==> src/rtl/mux_arb_reg.sv <==
// N-channel registered multiplexer with valid/ready handshakes.
// Selection is either a fixed external index or round-robin among the requesting channels.
module mux_arb_reg #(
    parameter int N_CH = 4,
    parameter int W    = 8,
    localparam int SW  = (N_CH > 1) ? $clog2(N_CH) : 1
) (
    input  logic              clk,
    input  logic              rst,
    input  logic              mode,
    input  logic [SW-1:0]     sel,
    input  logic [N_CH-1:0]   in_valid,
    input  logic [N_CH*W-1:0] in_data,
    output logic [N_CH-1:0]   in_ready,
    output logic              out_valid,
    output logic [W-1:0]      out_data,
    output logic [SW-1:0]     out_ch,
    input  logic              out_ready
);

    localparam int unsigned NCH_U = N_CH;

    logic            out_valid_q, out_valid_d;
    logic [W-1:0]    out_data_q,  out_data_d;
    logic [SW-1:0]   out_ch_q,    out_ch_d;
    logic [SW-1:0]   last_q,      last_d;

    logic            ld;
    logic            grant_any;
    logic [SW-1:0]   grant_idx;
    logic [N_CH-1:0] grant;
    logic [W-1:0]    grant_data;

    always_comb begin
        int unsigned idx;
        idx        = 0;
        grant      = '0;
        grant_any  = 1'b0;
        grant_idx  = '0;
        grant_data = '0;
        if (!mode) begin
            if (int'(sel) < N_CH) begin
                idx = int'(sel);
                if (in_valid[idx]) begin
                    grant_any  = 1'b1;
                    grant_idx  = sel;
                    grant[idx] = 1'b1;
                    grant_data = in_data[idx*W +: W];
                end
            end
        end else begin
            // Search starts just after the last winner and wraps back to channel 0.
            for (int unsigned k = 1; k <= NCH_U; k++) begin
                idx = int'(last_q) + k;
                if (idx >= NCH_U) idx = idx - NCH_U;
                if (!grant_any && in_valid[idx]) begin
                    grant_any  = 1'b1;
                    grant_idx  = SW'(idx);
                    grant[idx] = 1'b1;
                    grant_data = in_data[idx*W +: W];
                end
            end
        end
    end

    always_comb begin
        ld          = ~out_valid_q | out_ready;
        in_ready    = (ld && !rst) ? grant : '0;
        out_valid_d = out_valid_q;
        out_data_d  = out_data_q;
        out_ch_d    = out_ch_q;
        last_d      = last_q;
        if (ld) begin
            out_valid_d = grant_any;
            if (grant_any) begin
                out_data_d = grant_data;
                out_ch_d   = grant_idx;
                if (mode) last_d = grant_idx;
            end
        end
    end

    always_ff @(posedge clk) begin
        if (rst) begin
            out_valid_q <= 1'b0;
            out_data_q  <= '0;
            out_ch_q    <= '0;
            last_q      <= SW'(N_CH - 1);
        end else begin
            out_valid_q <= out_valid_d;
            out_data_q  <= out_data_d;
            out_ch_q    <= out_ch_d;
            last_q      <= last_d;
        end
    end

    assign out_valid = out_valid_q;
    assign out_data  = out_data_q;
    assign out_ch    = out_ch_q;

endmodule

==> config.mk <==
export PLATFORM = sky130hd
export DESIGN_NAME = mux_arb_reg
export DESIGN_NICKNAME = d
export VERILOG_FILES = /design/src/rtl/mux_arb_reg.sv
export SDC_FILE = /design/constraint.sdc
export NUM_CORES = 1
export LEC_CHECK = 0
export BUFFER_PORTS_ARGS = -buffer_cell sky130_fd_sc_hd__buf_2
export CAP_MARGIN = 10
export CORE_ASPECT_RATIO = 0.5
export CORE_MARGIN = 2
export CORE_UTILIZATION = 46
export CTS_CLUSTER_DIAMETER = 30
export DETAILED_ROUTE_END_ITERATION = 12
export PLACE_DENSITY = 0.7
export SKIP_CTS_REPAIR_TIMING = 1
export SYNTH_ARGS = -nofsm -noshare
export SYNTH_HDL_FRONTEND = slang
export SYNTH_SLANG_ARGS = --single-unit
==> constraint.sdc <==
create_clock -name clk -period 4.65 [get_ports clk]
set_clock_uncertainty 0.2 [all_clocks]
set_input_delay 1.1625 -clock clk [delete_from_list [all_inputs] [get_ports clk]]
set_output_delay 1.1625 -clock clk [all_outputs]
set_load 0.02 [all_outputs]
== Word-level counts from Yosys, hierarchy flattened ==
Index checks and enable logic that the tools add are counted.

* Word-level logic and storage cells: 110
* Input bits: 42
* Flip-flop bits (word level): 13
* Output and inout bits: 15

* Shift operators: 5
* Multiplexer cells: 59
* Reductions and logical operators: 15
* Bitwise gates (word level): 5
* Order comparisons: 14
* Add/sub/neg operators: 8

{| class="wikitable"
|+ Operators with widths
! operator !! count
|-
| $mux 32 || 8
|-
| $shiftx 32x33->8 || 4
|-
| $ge 32x1->1 const B || 4
|-
| $lt 32x3->1 const B || 4
|-
| $mux 8 || 6
|-
| $mux 4 || 10
|-
| $shiftx 32x6->8 || 1
|-
| $mux 1 || 19
|-
| $mux 2 || 6
|-
| $or 4x4->4 || 3
|-
| $sub 3x3->4 const B || 3
|-
| $bmux 1 s2 || 5
|-
| $demux 1 s2 || 5
|-
| $ge 3x3->1 const B || 3
|-
| $logic_and 1x1->1 || 9
|-
| $add 2x2->3 const B || 2
|-
| $sub 4x3->5 const B || 1
|-
| $add 2x3->4 const B || 1
|-
| $ge 4x3->1 const B || 1
|-
| $logic_not 1->1 || 4
|-
| $add 2x1->3 const B || 1
|-
| $lt 2x3->1 const B || 1
|-
| $reduce_and 3->1 || 1
|-
| $ge 2x1->1 const B || 1
|-
| 3 further kinds || 3
|}

== Longest topological paths before layout ==
Gate-level depths: netlist of run 1.

* Word-level depth: 21
* Mapped depth: 12
* Depth with buffers taken out: 7

== Least setup slack after synthesis of run 1 ==
No wires, ideal clock.

* Path kind: register -> output
* Start point: register last_q[1]
* End point: output port in_ready[1]
* Stages on the path, launching flop included: 11
* Required time: 3.288 ns
* Setup slack: 0.248 ns
* Arrival: 3.040 ns
* Buffers on the path: 3
* Cells stage by stage: dfxtp_1 > clkbuf_1 > inv_1 > clkbuf_1 > ha_1 > buf_6 > mux4_2 > nor2_1 > and2_1 > nand2_1 > a31oi_1

* Word-level cells in the longest chain between the ends: 21
* Elaborated cells between the ends (all ways): 72
* Classes of those cells: 8 x add/sub; 12 x order compare; 39 x mux; 3 x bitwise; 10 x reduce/logical

{| class="wikitable"
|+ RTL lines
! item !! line !! RTL
|-
| from (decl) || 26 || <nowiki>logic [SW-1:0] last_q, last_d;</nowiki>
|-
| from (signal assigned) || 88 || <nowiki>last_q <= SW'(N_CH - 1);</nowiki>
|-
| from (signal assigned) || 93 || <nowiki>last_q <= last_d;</nowiki>
|-
| branches (longest 18 deep; another with $ge 32x1->1) || n/a ||
|-
| $mux 4 * || 56 || <nowiki>if (!grant_any && in_valid[idx]) begin</nowiki>
|-
| $mux 4 * || 41 || <nowiki>if (!mode) begin</nowiki>
|-
| $mux 4 * || 68 || <nowiki>in_ready = (ld && !rst) ? grant : '0;</nowiki>
|-
| to (decl) || 14 || <nowiki>output logic [N_CH-1:0] in_ready,</nowiki>
|}

Every way passes the cells marked *. The select of a mux whose other input is x is not followed.

== Worst setup path after layout of run 1 ==
* Start point: register last_q[0]
* End point: output port in_ready[2]

Same word-level chain as after synthesis.

==> impl_results.md, run 1 <==
* Status: finished, final reports clean
* CTS max path bufs at 2
* P_leak at 1.17 nW
* Largest net degree at the start of global routing at 51
* Critical path arrival at 2780 ps
* Clk Latency, worst-skew pair at 250 ps
* R2R Setup Slk at 1370 ps
* Seq/Total Area, Yosys at 10.5%
* Worst Hold Class: flip-flop to flip-flop
* Detailed Routing Iterations Pass 1 at 5
* Syn Inst Count at 253
* Dpl hpwl at 5210 µm
* Asr flop ratio synth at 0%
* Critical Path Source: last_q[0]
* RSZ-0062 raised after global routing: no
* Critical Path Source Type: flip-flop
* Hold Path Depth at 2
* Syn Area/Cell at 9.78 µm²
* # rows at 18
* Synth warnings at 0
* Layout cells sized above 1 at 39.0%
* Cell Pwr Density at 276 nW/µm²
* DRT Wirelength at 7330 µm
* Final critical-path required period at 4140 ps
* IO buf count at 56
* Worst Setup End Kind: output pin
* Vias in the first global route at 2,400
* CP max FO at 8
* EDFF count, synth at 0
* Reg2Reg Depth at 7
* Clock root buffer: clkbuf_8
* CP peak stage delay at 630 ps
* Crit path cell chain: inv_1 > ha_1 > mux4_2 > nor2_1 > and2_1 > a221oi_1 > a21oi_1 > buf_2
* Wire per inst at 20.2 µm
* RR Endpoint: out_data[0]
* Top Ports at 57
* Vias/cell at 6.86
* Top Family by Delay on Critical Path: multiplexers
* Stages on the worst setup path at 8
* Crit path max-delay cell type: mux4_2
* Core Region at 5040 µm²
* Tightest Pin Transition at 901 ps
* Antenna Nets Post-Route at 0
* Synth Net Count at 303
* Final Util at 55.8%
* CTS tree: done
* Setup TNS at 0 ps
* Top_reg_cell synth: dfxtp_1
* GR Util All Layers at 25.1%
* Starting Density at 49.0%
* Worst vdd ir at 0.101 mV
* Area growth syn-to-layout at 13.9%
* R2R Path Start: last_q[0]
* Via count of the routed design at 2,485
* Period utilization at 89.1%
* Initial antenna violation count at 0
* Gpl congestion at 0.871
* CTS clk-pin slew, worst paths at 60 ps
* Clock Sinks at 13
* First-pass GRT wire length at 12,000 µm
* Syn Std Cell Area at 2470 µm²
* Final nets at 343
* Fin. max-slew vios at 0
* Die area at 6020 µm²
* Max cap viols at 0
* Critical setup path kind: flip-flop to output pin
* DIE WIDTH at 108 µm
* Slew margin rel. at 39.8%
* Total global routing overflow at 0
* Worst Setup EP: in_ready[2]
* Seq cells post-synth at 13
* Num CTS Buffers at 3
* Final Hold Fails at 0
* Synth cell types at 47
* Die Ht at 55.9 µm
* H-Tree Depth at 1
* Starting DRT DRC Count at 226
* Setup violators final at 0
* Highest clock rate at 241 MHz
* Buffers & Inverters on Critical Path at 2
* Antenna Cells at 0
* Worst path required time at 3290 ps
* Tot Pwr at 0.778 mW
* DRC Markers at 0
[cells in the mapped netlist (3+ instances only)]
| library cell | count | area, µm² |
|---|---|---|
| a21o_1 | 7 | 52.6 |
| mux4_2 | 36 | 811 |
| nor2_1 | 6 | 22.5 |
| mux2_2 | 5 | 56.3 |
| o21ai_1 | 8 | 40.0 |
| o21ai_0 | 15 | 75.1 |
| nand2_1 | 17 | 63.8 |
| o211ai_1 | 11 | 82.6 |
| a32oi_1 | 7 | 61.3 |
| inv_1 | 6 | 22.5 |
| a31oi_1 | 13 | 81.3 |
| mux2i_1 | 19 | 190 |
| clkbuf_1 | 19 | 71.3 |
| buf_2 | 6 | 30.0 |
| a21oi_1 | 7 | 35.0 |
| o221ai_1 | 7 | 61.3 |
| ha_1 | 8 | 100 |
| a22o_1 | 3 | 26.3 |
| dfxtp_1 | 13 | 260 |
[logic make-up after synthesis]
family	Yosys count	share of synthesized area, %
fa+ha+maj	8	4.05
flops	13	10.5
simple gates	41	8.80
compound gates	94	26.3
mux	61	43.8
buf+inv	36	6.53
[worst min-delay path by stage]
stage / start / endpoint / slack (ps)
finish: out_ch[1] / out_ch[1] / 300
detailed placement: out_ch[1] / out_ch[1] / 290
CTS: out_ch[1] / out_ch[1] / 300
global route: out_ch[1] / out_ch[1] / 350
global placement: out_ch[0] / out_ch[0] / 290
floorplan: out_ch[0] / out_ch[0] / 360
[final cells by class]
cell class                      count  area, µm²
Sequential cell                    13        262
Tap cell                           70       87.6
Timing Repair Buffer               65        348
Inverter                            6       22.5
Multi-Input combinational cell    204       2050
Fill cell                         467       2230
Clock buffer                        4       45.0
[power breakdown]
group / total (mW) / switching (mW) / leakage, nW / internal [mW]
Combinational: 0.531 / 0.289 / 1.04 / 0.241
Sequential: 0.140 / 0.0111 / 0.108 / 0.129
Clock: 0.107 / 0.0461 / 0.0228 / 0.0608
Total: 0.778 / 0.346 / 1.17 / 0.431
[registers in the layout, indices dropped and copies added (netlist names)]
register and flops:
out_data 8, last_q 2, out_valid 1, out_ch 2
[metrics by stage]
step | std cells | instance area (µm²) | hold WS, ps | worst slack [ps]
floorplan | 253 | 2470 | 363 | 248
CTS | 362 | 2820 | 302 | 495
detailed placement | 358 | 2770 | 294 | 535
global route | 362 | 2820 | 350 | 311
global placement | 358 | 2770 | 285 | 577
finish | 362 | 2820 | 303 | 508
[metal layers]
metal  global-route usage, %  routed length [µm]
met5                       0                   0
met4                    6.41                 136
met3                    3.28                 641
met2                    41.4                3530
met1                    35.2                3020
[cell usage in the layout, fill, tap and decap left out, types with 2 or more instances in the layout]
| cell type | instances |
|---|---|
| a211oi_1 | 2 |
| a21o_1 | 7 |
| a21oi_1 | 7 |
| a221o_1 | 2 |
| a221oi_1 | 2 |
| a22o_1 | 3 |
| a31oi_1 | 13 |
| a32o_1 | 2 |
| a32oi_1 | 7 |
| and2_1 | 2 |
| and3_1 | 2 |
| buf_2 | 56 |
| buf_4 | 9 |
| clkbuf_8 | 3 |
| dfxtp_1 | 12 |
| ha_1 | 8 |
| inv_1 | 6 |
| mux2_2 | 5 |
| mux2i_1 | 19 |
| mux4_2 | 36 |
| nand2_1 | 17 |
| nor2_1 | 6 |
| nor2b_1 | 2 |
| nor3_1 | 2 |
| o211ai_1 | 11 |
| o21ai_0 | 15 |
| o21ai_1 | 8 |
| o221ai_1 | 7 |
| o22ai_1 | 2 |
| or3b_2 | 2 |
[tightest hold or removal path, stage by stage (launching register included)]
cell and delay (ps):
dfxtp_1 300, nor2_1 100, a211oi_1 50
Note: power is estimated with default switching activity, not from simulation.
==> run 2: changes to the inputs <==
--- a/constraint.sdc
+++ b/constraint.sdc
@@ -4,2 +4,2 @@
 set_output_delay 1.1625 -clock clk [all_outputs]
-set_load 0.02 [all_outputs]
+set_load 0.05 [all_outputs]
==> run 2 against run 1 <==
Net effect:
- sequential share of layout area shrank 0.090 points
- routed wire length shrank 5.0%
- sequential power is essentially flat
- cell count grew 0.28%
- flip-flop and latch count is the same
- critical path type unchanged
==> impl_results.md, run 2 (synthesis gave the netlist of run 1 again) <==
* GR Util All Layers at 23.5%
* Num CTS Buffers at 3
* Antenna Nets Post-Route at 0
* # rows at 18
* DRT Wirelength at 6960 µm
* Setup TNS at 0 ps
* Crit path cell chain: inv_1 > ha_1 > mux4_2 > nor2_1 > and2_1 > nand2_1 > a31oi_2 > buf_2
* Starting Density at 49.0%
* CTS clk-pin slew, worst paths at 60 ps
* Final critical-path required period at 4300 ps
* Crit path max-delay cell type: mux4_2
* Slew margin rel. at 44.1%
* Setup violators final at 0
* Wire per inst at 19.2 µm
* CTS tree: done
* IO buf count at 56
* CP max FO at 9
* Die area at 6020 µm²
* Final Util at 56.4%
* Max cap viols at 0
* Most frequent cells in the layout: 56 x buf_2, 36 x mux4_2, 19 x mux2i_1
* H-Tree Depth at 1
* Multi-input logic area at 2070 µm²
* Top Family by Delay on Critical Path: multiplexers
* Gpl congestion at 0.923
* Dpl hpwl at 5020 µm
* Worst Setup End Kind: output pin
* Via count of the routed design at 2,471
* Core Region at 5040 µm²
* P_leak at 1.18 nW
* Detailed Routing Iterations Pass 1 at 4
* Layout cells sized above 1 at 40.6%
* Largest net degree at the start of global routing at 49
* Worst hold slack at 296 ps
* Most common cell after layout, fill and taps aside: buf_2
* Critical path arrival at 2940 ps
* Initial antenna violation count at 0
* Starting DRT DRC Count at 171
* Clock Sinks at 13
* Tightest Pin Transition at 837 ps
* Critical Path Source Type: flip-flop
* Vias/cell at 6.81
* Worst vdd ir at 0.142 mV
* Final instance area at 2840 µm²
* Clock root buffer: clkbuf_8
* Area growth syn-to-layout at 15.0%
* Worst path required time at 3290 ps
* Vias in the first global route at 2,271
* Period utilization at 92.5%
* Reg2Reg Depth at 7
* Hold Path Depth at 2
* Critical setup path kind: flip-flop to output pin
* Final Hold Fails at 0
* Stages on the worst setup path at 8
* Top Ports at 57
* First-pass GRT wire length at 11,400 µm
* Cell Pwr Density at 287 nW/µm²
* RSZ-0062 raised after global routing: no
* CP peak stage delay at 650 ps
* Max reg flops at 8
* Final nets at 344
* Cell Area, Placed at 2800 µm²
* Filler Cells Inserted at 458
* Fin. max-slew vios at 0
* DRC Markers at 0
* CTS max path bufs at 2
* DIE WIDTH at 108 µm
* Reg area at 262 µm²
* Clk Latency, worst-skew pair at 240 ps
* Worst Hold Class: flip-flop to flip-flop
* Die Ht at 55.9 µm
* Total global routing overflow at 0
* Antenna Cells at 0
* Status: finished, final reports clean
* Buffers & Inverters on Critical Path at 2
* Highest clock rate at 232 MHz
[run 2: cell type report]
type                       instances  share of cell area [%]
timing repair buffer              66                    12.5
inverter                           6                   0.792
sequential                        13                    9.19
clock buffer                       4                    1.58
tap                               70                    3.08
multi-input combinational        204                    72.9
[run 2: worst register-to-register path: stages, from the launching register on]
cell and delay (ps):
dfxtp_2 460, inv_1 180, ha_1 510, mux4_2 650, or4b_1 790, o21ai_1 220, a21o_1 110, a31oi_1 80
[run 2: final timing paths]
kind	startpoint	end	slack [ps]
max	last_q[0]	in_ready[0]	350
min	out_ch[0]	out_ch[0]	300
max reg2reg	last_q[0]	out_data[1]	1330
min reg2reg	out_ch[0]	out_ch[0]	300
[run 2: metal layers]
metal | part of all wire [%] | vias to the layer above | track usage, % | wire [µm]
li1 | - | 1129 | - | -
met1 | 43 | 1229 | 32.7 | 3000
met2 | 48 | 109 | 39.4 | 3340
met3 | 8.4 | 4 | 2.93 | 585
met4 | 0.57 | 0 | 5.13 | 40
met5 | 0 | - | 0 | 0
[run 2: per-stage QoR]
step                      cells  worst slack (ps)  power [mW]
final                       363               347       0.815
after global routing        363               162       0.866
after CTS                   363               343       0.813
after detailed placement    359               422       0.709
after global placement      359               484       0.698
after floorplan             253              87.6       0.578
[run 2: where the power goes]
| part | internal (mW) | switching [mW] | leakage, nW | total, mW |
|---|---|---|---|---|
| Clock | 0.0606 | 0.0416 | 0.0228 | 0.102 |
| Combinational | 0.245 | 0.327 | 1.05 | 0.572 |
| Sequential | 0.129 | 0.0122 | 0.108 | 0.141 |
| Total | 0.435 | 0.380 | 1.18 | 0.815 |
==> run 3: changes to the inputs <==
- REMOVE_ABC_BUFFERS: unset -> 1
- clock period: 4.65 -> 4.1 ns (I/O delays scaled with it)
==> run 3 against run 2 <==
Net effect:
- clock power rose by 20%
- worst hold slack got worse by 1.9 ps
- sequential share of layout area barely moved
- total power rose by 15%
- via count rose by 1.3%
- die area did not move
- largest cell class unchanged
==> impl_results.md, run 3 (synthesis gave the netlist of run 1 again) <==
* Clk Latency, worst-skew pair at 250 ps
* Core Region at 5040 µm²
* RSZ-0062 raised after global routing: no
* Clock root buffer: clkbuf_8
* Die Ht at 55.9 µm
* Gpl congestion at 0.875
* Place WS at 128 ps
* Max reg flops at 8
* Critical setup path kind: input port to output pin
* CTS clk-pin slew, worst paths at 50 ps
* P_leak at 1.18 nW
* IO buf count at 56
* Critical path arrival at 2740 ps
* Antenna Nets Post-Route at 0
* Worst Hold Class: flip-flop to flip-flop
* CP max FO at 11
* Starting DRT DRC Count at 216
* Worst path required time at 2870 ps
* Starting Density at 49.0%
* Top Ports at 57
* Layout cells sized above 1 at 40.0%
* H-Tree Depth at 1
* Initial antenna violation count at 0
* DRC Markers at 0
* Critical Path Source Type: input port
* Max cap viols at 0
* Dpl hpwl at 5320 µm
* Period utilization at 96.6%
* DRT Wirelength at 7310 µm
* Setup violators final at 0
* Antenna Cells at 0
* Final Util at 56.7%
* Final critical-path required period at 3960 ps
* CTS tree: done
* First-pass GRT wire length at 11,800 µm
* Most frequent cells in the layout: 53 x buf_2, 36 x mux4_2, 19 x mux2i_1
* Fin. max-slew vios at 0
* Num CTS Buffers at 3
* Tightest Pin Transition at 855 ps
* Clock Sinks at 13
* Worst Setup End Kind: output pin
* Detailed Routing Iterations Pass 1 at 4
* Status: finished, final reports clean
* Final Hold Fails at 0
* Total global routing overflow at 0
* CTS max path bufs at 2
* Most common cell after layout, fill and taps aside: buf_2
* GR Util All Layers at 24.6%
* Vias/cell at 6.86
* Vias in the first global route at 2,313
* Slew margin rel. at 42.7%
* Setup TNS at 0 ps
* # rows at 18
* Largest net degree at the start of global routing at 50
* Highest clock rate at 252 MHz
* Wire per inst at 20.0 µm
* Worst vdd ir at 0.144 mV
* Final nets at 346
* Cell Pwr Density at 328 nW/µm²
* Worst hold slack at 294 ps
* Filler Cells Inserted at 470
* DIE WIDTH at 108 µm
* Die area at 6020 µm²
* Area growth syn-to-layout at 15.6%
* Final WS setup at 137 ps
* Via count of the routed design at 2,504
[run 3: stage by stage]
step                area (µm²)  std cells  power (mW)
floorplan                 2330        223       0.624
global placement          2790        361       0.788
detailed placement        2790        361       0.802
CTS                       2840        365       0.923
global route              2860        365       0.989
finish                    2860        365       0.937
[run 3: final cells by class]
type	instances	area, µm²	area share, %
flip-flops and latches	13	262	9.15
well taps	70	87.6	3.06
inverters	6	22.5	0.788
multi-input cells	204	2060	72.2
repair buffers	68	378	13.2
clock buffers	4	45.0	1.58
[run 3: metal layers]
metal / vias up / track usage (%) / share of wire [%]
li1: 1132 / - / -
met1: 1242 / 35.6 / 43
met2: 120 / 40.0 / 48
met3: 10 / 2.11 / 8.3
met4: 0 / 5.86 / 1.2
met5: - / 0 / 0
[run 3: final timing paths]
check             slack, ps        start     endpoint  cells after the start
hold / removal          290    out_ch[1]    out_ch[1]                      2
setup / recovery        140  in_valid[1]  in_ready[0]                      7
hold reg to reg         290    out_ch[1]    out_ch[1]                      2
setup reg to reg        840    last_q[0]  out_data[1]                      8
[run 3: power by group]
group | switching (mW) | leakage, nW | total (mW) | internal [mW]
clock | 0.0527 | 0.0228 | 0.122 | 0.0689
combinational | 0.374 | 1.05 | 0.657 | 0.283
sequential | 0.0117 | 0.108 | 0.158 | 0.146
[run 3: critical path, cell delays in order]
cell	delay, ps
buf_2	160
mux4_2	560
nor2b_1	260
a221o_1	180
o21ai_0	70
a31oi_1	210
clkbuf_4	270
